==> src/rtl/clk_en_gen.sv <==
// clk_en_gen: multi-channel clock-enable generator.
// Every channel divides CLK100MHz by a runtime-programmable divisor and emits
// a one-cycle enable pulse plus a 50% square wave. A new divisor is parked
// until the current period completes (glitch-free), loads at once on an idle
// channel, and SYNC restarts every channel phase-aligned.
`timescale 1ns/1ps

// One divider channel: counter, active/pending divisor and registered outputs.
module clk_en_ch #(
    parameter int              CNT_W   = 17,
    parameter logic [CNT_W-1:0] DIV_RST = '0
) (
    input  logic             clk,
    input  logic             rst_n,
    input  logic             wr,
    input  logic [CNT_W-1:0] din,
    input  logic             sync,
    output logic             en,
    output logic             sqw,
    output logic             pend
);

    logic [CNT_W-1:0] cnt;
    logic [CNT_W-1:0] div;
    logic [CNT_W-1:0] pdiv;
    logic [CNT_W-1:0] div_nxt;
    logic             pv;
    logic             active;
    logic             tc;
    logic             load;

    // A zero divisor parks the channel; DIV-1 cannot underflow while active.
    assign active = (div != '0);
    assign tc     = active && (cnt == div - CNT_W'(1));

    // Pending divisors take effect at period end, when idle, or on SYNC.
    assign load   = sync || !active || tc;

    assign pend   = pv;

    // Divisor that becomes active on a load edge: a same-edge write wins.
    always_comb begin
        div_nxt = div;
        if (wr)
            div_nxt = din;
        else if (pv)
            div_nxt = pdiv;
    end

    // Divisor bookkeeping: park writes in PDIV, promote them on a load edge.
    always_ff @(posedge clk or negedge rst_n) begin
        if (!rst_n) begin
            div  <= DIV_RST;
            pdiv <= '0;
            pv   <= 1'b0;
        end else if (load) begin
            div  <= div_nxt;
            pv   <= 1'b0;
        end else if (wr) begin
            pdiv <= din;
            pv   <= 1'b1;
        end
    end

    // Counter and registered enable / square-wave outputs.
    always_ff @(posedge clk or negedge rst_n) begin
        if (!rst_n) begin
            cnt <= '0;
            en  <= 1'b0;
            sqw <= 1'b0;
        end else if (sync || !active) begin
            cnt <= '0;
            en  <= 1'b0;
            sqw <= 1'b0;
        end else if (tc) begin
            cnt <= '0;
            // Loading a zero divisor at period end shuts the channel off now.
            if (div_nxt == '0) begin
                en  <= 1'b0;
                sqw <= 1'b0;
            end else begin
                en  <= 1'b1;
                sqw <= ~sqw;
            end
        end else begin
            cnt <= cnt + CNT_W'(1);
            en  <= 1'b0;
        end
    end

endmodule

// Top level: write decode and one divider instance per channel.
module clk_en_gen #(
    parameter int                      NUM_CH   = 3,
    parameter int                      CNT_W    = 17,
    parameter int                      SEL_W    = 2,
    parameter logic [NUM_CH*CNT_W-1:0] DIV_INIT = {17'd65536, 17'd1024, 17'd50000}
) (
    input  logic              CLK100MHz,
    input  logic              RESETn,
    input  logic [CNT_W-1:0]  DIV_IN,
    input  logic [SEL_W-1:0]  DIV_SEL,
    input  logic              DIV_WE,
    input  logic              SYNC,
    output logic [NUM_CH-1:0] EN_OUT,
    output logic [NUM_CH-1:0] SQW_OUT,
    output logic [NUM_CH-1:0] PEND_OUT
);

    // Out-of-range DIV_SEL matches no channel, so such writes are dropped.
    logic [NUM_CH-1:0] wr;

    for (genvar i = 0; i < NUM_CH; i++) begin : g_ch
        assign wr[i] = DIV_WE && (DIV_SEL == SEL_W'(i));

        clk_en_ch #(
            .CNT_W   (CNT_W),
            .DIV_RST (DIV_INIT[i*CNT_W +: CNT_W])
        ) u_ch (
            .clk   (CLK100MHz),
            .rst_n (RESETn),
            .wr    (wr[i]),
            .din   (DIV_IN),
            .sync  (SYNC),
            .en    (EN_OUT[i]),
            .sqw   (SQW_OUT[i]),
            .pend  (PEND_OUT[i])
        );
    end

endmodule

==> config.mk <==
export PLATFORM = sky130hd
export DESIGN_NAME = clk_en_gen
export DESIGN_NICKNAME = d
export VERILOG_FILES = /design/src/rtl/clk_en_gen.sv
export SDC_FILE = /design/constraint.sdc
export NUM_CORES = 1
export LEC_CHECK = 0
export CAP_MARGIN = 20
export CORE_UTILIZATION = 39
export CTS_CLUSTER_SIZE = 24
export DETAILED_ROUTE_END_ITERATION = 8
export SLEW_MARGIN = 30
export SYNTH_ARGS = -nofsm -noshare
export SYNTH_HDL_FRONTEND = slang
export SYNTH_SLANG_ARGS = --single-unit
export TNS_END_PERCENT = 20
==> constraint.sdc <==
create_clock -name CLK100MHz -period 8.6 [get_ports CLK100MHz]
set_clock_uncertainty 0.05 [all_clocks]
set_input_delay 1.29 -clock CLK100MHz [delete_from_list [all_inputs] [get_ports CLK100MHz]]
set_output_delay 1.29 -clock CLK100MHz [all_outputs]
set_load 0.005 [all_outputs]
* Word level (Yosys, flattened, before mapping)
Cells that the tools add are included.
** Operators by class
- $add $sub $neg :: 6
- $mul :: 0
- Div/mod/pow operators :: 0
- $lt $le $gt $ge :: 0
- Equality and inequality tests :: 5
- Shift operators :: 0
- Multiplexer cells :: 36
- Bitwise operators :: 6
- Reductions and logical operators :: 31
** Operators by type and width (count)
- $mux W17 :: 12
- $add A17 B1 Y17 const B :: 3
- $eq A17 B17 Y1 :: 3
- $logic_not A17 Y1 :: 3
- $reduce_bool A17 Y1 :: 3
- $sub A17 B1 Y17 const B :: 3
- $mux W1 :: 24
- $reduce_bool A2 Y1 :: 6
- $logic_and A1 B1 Y1 :: 6
- $logic_or A1 B1 Y1 :: 6
- $not A1 Y1 :: 6
- $reduce_and A2 Y1 :: 3
- $logic_not A1 Y1 :: 3
- $eq A2 B1 Y1 const B :: 1
- $eq A2 B2 Y1 const B :: 1
- $logic_not A2 Y1 :: 1
** Word-level totals
- Register bits :: 162
- Bits in latches :: 0
- Memory bits (writable) :: 0
- Memory bits (read-only) :: 0
- Output and inout port bits :: 9
- Memories :: 0

* Longest topological paths before layout
- Depth in word-level cells :: 7
- Depth in mapped cells :: 13

* Cells and area by module
From an unflattened synthesis, not the netlist that was laid out.
** Unflattened totals
- Cell total of the unflattened synthesis :: 969
- Area, all modules :: 10141.0 sq um
** Modules (own cells, without submodules)
- clk_en_ch (g_ch[1].u_ch) :: times used 1, cells an instance 335, area each 3606.0 sq um, seq. area each 1352.5 sq um
- clk_en_ch (g_ch[2].u_ch) :: times used 1, cells an instance 328, area each 3298.2 sq um, seq. area each 1352.5 sq um
- clk_en_ch (g_ch[0].u_ch) :: times used 1, cells an instance 303, area each 3206.8 sq um, seq. area each 1358.8 sq um
- clk_en_gen :: times used 1, cells an instance 3, area each 30.0 sq um, seq. area each 0.0 sq um

* Least setup slack after synthesis
No wires, ideal clock.
- Path kind :: reg-to-reg
- Start point :: reg g_ch[2].u_ch.div[0]
- End point :: reg g_ch[2].u_ch.pdiv[10]
- Setup time :: 0.125 ns
- Arrival time :: 3.234 ns
- Setup slack :: 5.191 ns
- Cell stages (with the launch flop) :: 12
- Period minus slack after synthesis :: 3.409 ns
- Cells stage by stage :: dfrtp_1 -> clkbuf_1 -> inv_1 -> ha_1 -> nor4b_1 -> nand2_1 -> o311a_1 -> nor4_1 -> a31oi_1 -> nand3b_2 -> buf_4 -> mux2_2
** On the way
- Longest elaborated chain between the ends :: 6
** RTL lines
- start, declared :: RTL line 24 : logic [CNT_W-1:0] div;
- start signal, assigned :: RTL line 57 : div <= div_nxt;
- $sub A17 B1 Y17 or $reduce_bool A17 Y1 (tied branches) :: RTL line 34, 33
- $eq A17 B17 Y1 or $logic_not A1 Y1 (tied branches) :: RTL line 34, 37
- $logic_and A1 B1 Y1 or $logic_or A1 B1 Y1 (tied branches) :: RTL line 34, 37
- $logic_or A1 B1 Y1 (*) :: RTL line 37 : assign load = sync || !active || tc;
- $not A1 Y1 (no line) (*)
- $reduce_and A2 Y1 (no line) (*)
- end signal, assigned :: RTL line 60 : pdiv <= din;
- end, declared :: RTL line 25 : logic [CNT_W-1:0] pdiv;
Every way passes the cells marked *; elsewhere a longest branch is shown, timed or not.
A chain may end at the register's enable or synchronous reset.

* Final worst setup path
- Start point :: reg g_ch[0].u_ch.div[0]
- End point :: reg g_ch[0].u_ch.div[15]
** On the way
- Longest elaborated chain between the ends :: 4
** RTL lines (RTL line)
- start, declared :: 24
- start signal, assigned :: 57
- $sub A17 B1 Y17 or $reduce_bool A17 Y1 (tied branches) :: 34, 33
- $eq A17 B17 Y1 or $logic_not A1 Y1 (tied branches) :: 34, 37
- $logic_and A1 B1 Y1 or $logic_or A1 B1 Y1 (tied branches) :: 34, 37
- $logic_or A1 B1 Y1 (*) :: 37
Marked as above.

==> results by group <==
Min path
  • Hold Crit Start: g_ch[0].u_ch.sqw
  • Hold/Removal Path Class: reg -> reg
  • Hold Path Sink: g_ch[0].u_ch.sqw
  • Worst Hold Depth: 1

Critical path
  • CP max stage cell: or4b_1
  • R2R setup slack: 4.57 ns
  • CP Launch Type: flip-flop
  • FF-to-FF Start: g_ch[0].u_ch.div[0]
  • CP required: 8.91 ns
  • Critical path's top delay family: simple AND/OR/NAND/NOR gates
  • R2r worst-path depth: 11
  • Crit. End Element: flip-flop
  • CP Cell Sequence: inv_1 > ha_1 > or4b_1 > nor3b_1 > xnor2_1 > nand4_1 > a2111o_1 > or4_1 > nand2_1 > buf_4 > o2bb2a_1
  • Setup Crit Path Kind: reg -> reg
  • Arrival @ worst endpoint: 4.34 ns
  • Worst Path Max Fanout: 17
  • Max stage delay on crit path: 0.54 ns
  • R2r endpoint: g_ch[0].u_ch.div[15]
  • Bufs and invs on worst path: 2

Die
  • Initial Util: 0.397
  • Die area: 0.0245 mm2
  • Core Rows: 56
  • I/O pin count: 32
  • CORE AREA: 0.0235 mm2
  • Die Y: 157 um
  • Die X: 157 um

Finish
  • Share of cells above drive strength 1: 0.127
  • Fin cells: 1,267
  • Fillers: 2,242
  • Synth-to-layout area growth: 11.6%
  • FF/Latch Area: 0.00406 mm2
  • Multi-input gate area: 0.00493 mm2
  • Nets: 963

Yosys
  • Syn_nets: 967
  • FF+latch count, synth: 162
  • Leading area contributor after synthesis: dfrtp_1
  • Ys flop type: dfrtp_1
  • Register area share after synthesis: 0.436
  • EDFF count, synth: 0
  • Syn avg cell area: 9.94 um2
  • Area of the mapped netlist: 0.00933 mm2
  • Post-synth cell types: 68
  • Synth Instances: 938
  • Top cells by area, synth: dfrtp_1 41%, mux2_2 5.7%, xnor2_1 5.4%
  • Top cell type's share of synthesized area: 0.413
  • Yosys warns: 0
  • Post-synth ARST share: 1.00

CTS
  • PostCTS Resize Cnt: 0
  • CTS Sinks: 162
  • Number of setup buffers added after CTS: 0
  • Max clock buf depth: 2
  • Clock Pin Slew Worst Setup and Hold Paths: 0.07 ns
  • CTS buffer count: 17
  • Worst-Skew Late Latency: 0.44 ns
  • # hold bufs at CTS: 0
  • Clk root buf: clkbuf_16
  • H-Tree Depth: 4
  • CTS tree: yes

Placed design
  • Global placement routability congestion: 0.859
  • Cells after DPL: 1,234
  • DPL Wire Length: 16,300 um
  • IO Port Bufs: 31

STA
  • Slew headroom: 0.371
  • RSZ-0062 raised after global routing: no
  • Final setup vio count: 0
  • Min Tclk post-route: 4.03 ns
  • Final number of hold-violating endpoints: 0
  • Slew Limit Fails: 0
  • Max Freq: 248 MHz
  • Worst-margin pin slew: 0.941 ns
  • Setup_tns: 0 ns
  • Crit share post-route: 0.468

Route
  • Wire length per cell: 18.4 um
  • DRC Markers: 0
  • Vias per cell: 5.66
  • Final ANT Viol Nets: 0
  • DR iter-0 viols: 476
  • Routed wire length: 23,300 um
  • Pre-antenna DRT Iters: 4
  • Vias: 7,177

Pwr
  • Leak Pwr: 4.04 nW
  • Power share of the sequential group: 0.466
  • Power Density: 219 mW/mm2
  • Worst vdd ir: 117 uV
  • Pint: 1.54 mW
  • Combinational Power Share: 0.199
  • Sw power: 0.734 mW
  • Switching share of power: 0.323
  • Power share of the clock group: 0.335

Job
  • Maxcap violations: 0

Status
  • Status: finished, final reports clean

Global routing
  • Vias in the first global route: 6,826
  • First-pass GRT wire length: 37,500 um
  • GR Overflow Total: 0
  • Largest net degree at the start of global routing: 89
  • Initial antenna violation count: 1
  • Total GRT Usage: 0.198
synthesized netlist by cell type, drive strengths merged, types with 4 or more instances:
| master | number |
|---|---|
| dfrtp | 154 |
| nor2 | 100 |
| xnor2 | 58 |
| mux2 | 57 |
| nand2 | 56 |
| xor2 | 49 |
| clkbuf | 41 |
| nand3 | 40 |
| nor4 | 29 |
| o211ai | 29 |
| a2bb2oi | 28 |
| o22ai | 28 |
| mux2i | 24 |
| o21ai | 20 |
| a21oi | 19 |
| buf | 19 |
| nor3 | 19 |
| nand4 | 18 |
| and3 | 16 |
| inv | 15 |
| a22oi | 13 |
| nor2b | 9 |
| dfstp | 8 |
| a31oi | 7 |
| nand3b | 7 |
| ha | 6 |
| nand2b | 6 |
| o31ai | 6 |
| or4 | 6 |
| and2 | 4 |
| or3 | 4 |
layout make-up:
| type | count | area share |
|---|---|---|
| Multi-Input combinational cell | 701 | 0.474 |
| Inverter | 15 | 0.00541 |
| Tap cell | 319 | 0.0384 |
| Sequential cell | 162 | 0.391 |
| Clock inverter | 14 | 0.0140 |
| Timing Repair Buffer | 37 | 0.0354 |
| Antenna cell | 1 | 0.000241 |
| Clock buffer | 18 | 0.0422 |
worst max-delay path by stage:
stage,start,to,slack [ns],depth (start not counted)
after floorplan,g_ch[2].u_ch.div[0],g_ch[2].u_ch.pdiv[10],5.19,11
final,g_ch[0].u_ch.div[0],g_ch[0].u_ch.div[15],4.57,11
after global routing,g_ch[2].u_ch.div[0],g_ch[2].u_ch.div[15],4.24,9
after global placement,DIV_SEL[0],g_ch[2].u_ch.sqw,4.47,8
after detailed placement,DIV_WE,g_ch[1].u_ch.sqw,4.44,7
after CTS,g_ch[0].u_ch.div[0],g_ch[0].u_ch.div[15],4.56,11
cells in the final DEF, fill, tap and decap left out, types with 9 or more instances in the layout:
cell type / Yosys / layout
a2bb2oi_1: 28 / 28
inv_1: 15 / 15
mux2_4: 10 / 10
nor3_1: 16 / 16
nand4_1: 18 / 18
o211ai_1: 28 / 28
and3_1: 15 / 15
xnor2_1: 58 / 58
a22oi_1: 13 / 13
nor2_1: 100 / 100
mux2i_1: 24 / 24
o21ai_0: 19 / 19
mux2_2: 47 / 47
nand3_1: 39 / 39
clkbuf_16: 0 / 17
nor4_1: 28 / 28
xor2_1: 49 / 49
a21oi_1: 17 / 17
nand2_1: 56 / 55
nor2b_1: 9 / 9
clkdlybuf4s50_1: 0 / 30
dfrtp_1: 154 / 154
o22ai_1: 28 / 28
routing by layer:
| layer | track usage | wire [um] |
|---|---|---|
| met5 | 0 | 0 |
| met4 | 0.0500 | 214 |
| met3 | 0.0341 | 876 |
| met2 | 0.317 | 11000 |
| met1 | 0.276 | 11200 |
registers in the layout, indices dropped and copies added (netlist names):
register and count:
g_ch.u_ch.div 51, g_ch.u_ch.pdiv 51, g_ch.u_ch.en 3, g_ch.u_ch.pend 3, g_ch.u_ch.sqw 3, g_ch.u_ch.cnt 51
power by group through the flow:
stage | Sequential, mW | Combinational, mW | Clock (mW)
detailed placement | 1.07 | 0.454 | 0
CTS | 1.06 | 0.455 | 0.780
finish | 1.06 | 0.453 | 0.763
global placement | 1.07 | 0.445 | 0
floorplan | 0.996 | 0.376 | 0
global route | 1.08 | 0.504 | 0.810
cells by family (layout without fill, tap and decap cells):
kind of cell / count (synthesis) / in the layout / share of synthesized area
multiplexers: 81 / 81 / 0.0986
buffers and inverters: 75 / 84 / 0.0364
XOR/XNOR: 107 / 107 / 0.100
other: 0 / 1 / 0
AND/OR/NAND/NOR: 331 / 331 / 0.185
AO/OA/AOI/OAI: 176 / 176 / 0.135
flip-flops: 162 / 162 / 0.436
adder cells (fa/ha/maj): 6 / 6 / 0.00805
metrics by stage:
stage | worst slack [ns] | hold slack (ns) | instance area (um2) | total power [mW] | utilization
4_1_cts | 4.56 | 0.443 | 10400 | 2.29 | 0.443
5_1_grt | 4.24 | 0.455 | 10400 | 2.39 | 0.443
2_1_floorplan | 5.19 | 0.404 | 9330 | 1.37 | -
6_report | 4.57 | 0.437 | 10400 | 2.27 | 0.443
3_5_place_dp | 4.44 | 0.428 | 9810 | 1.52 | 0.418
3_3_place_gp | 4.47 | 0.428 | 9790 | 1.51 | 0.417
No activity file was read; power rests on OpenSTA's default activity.
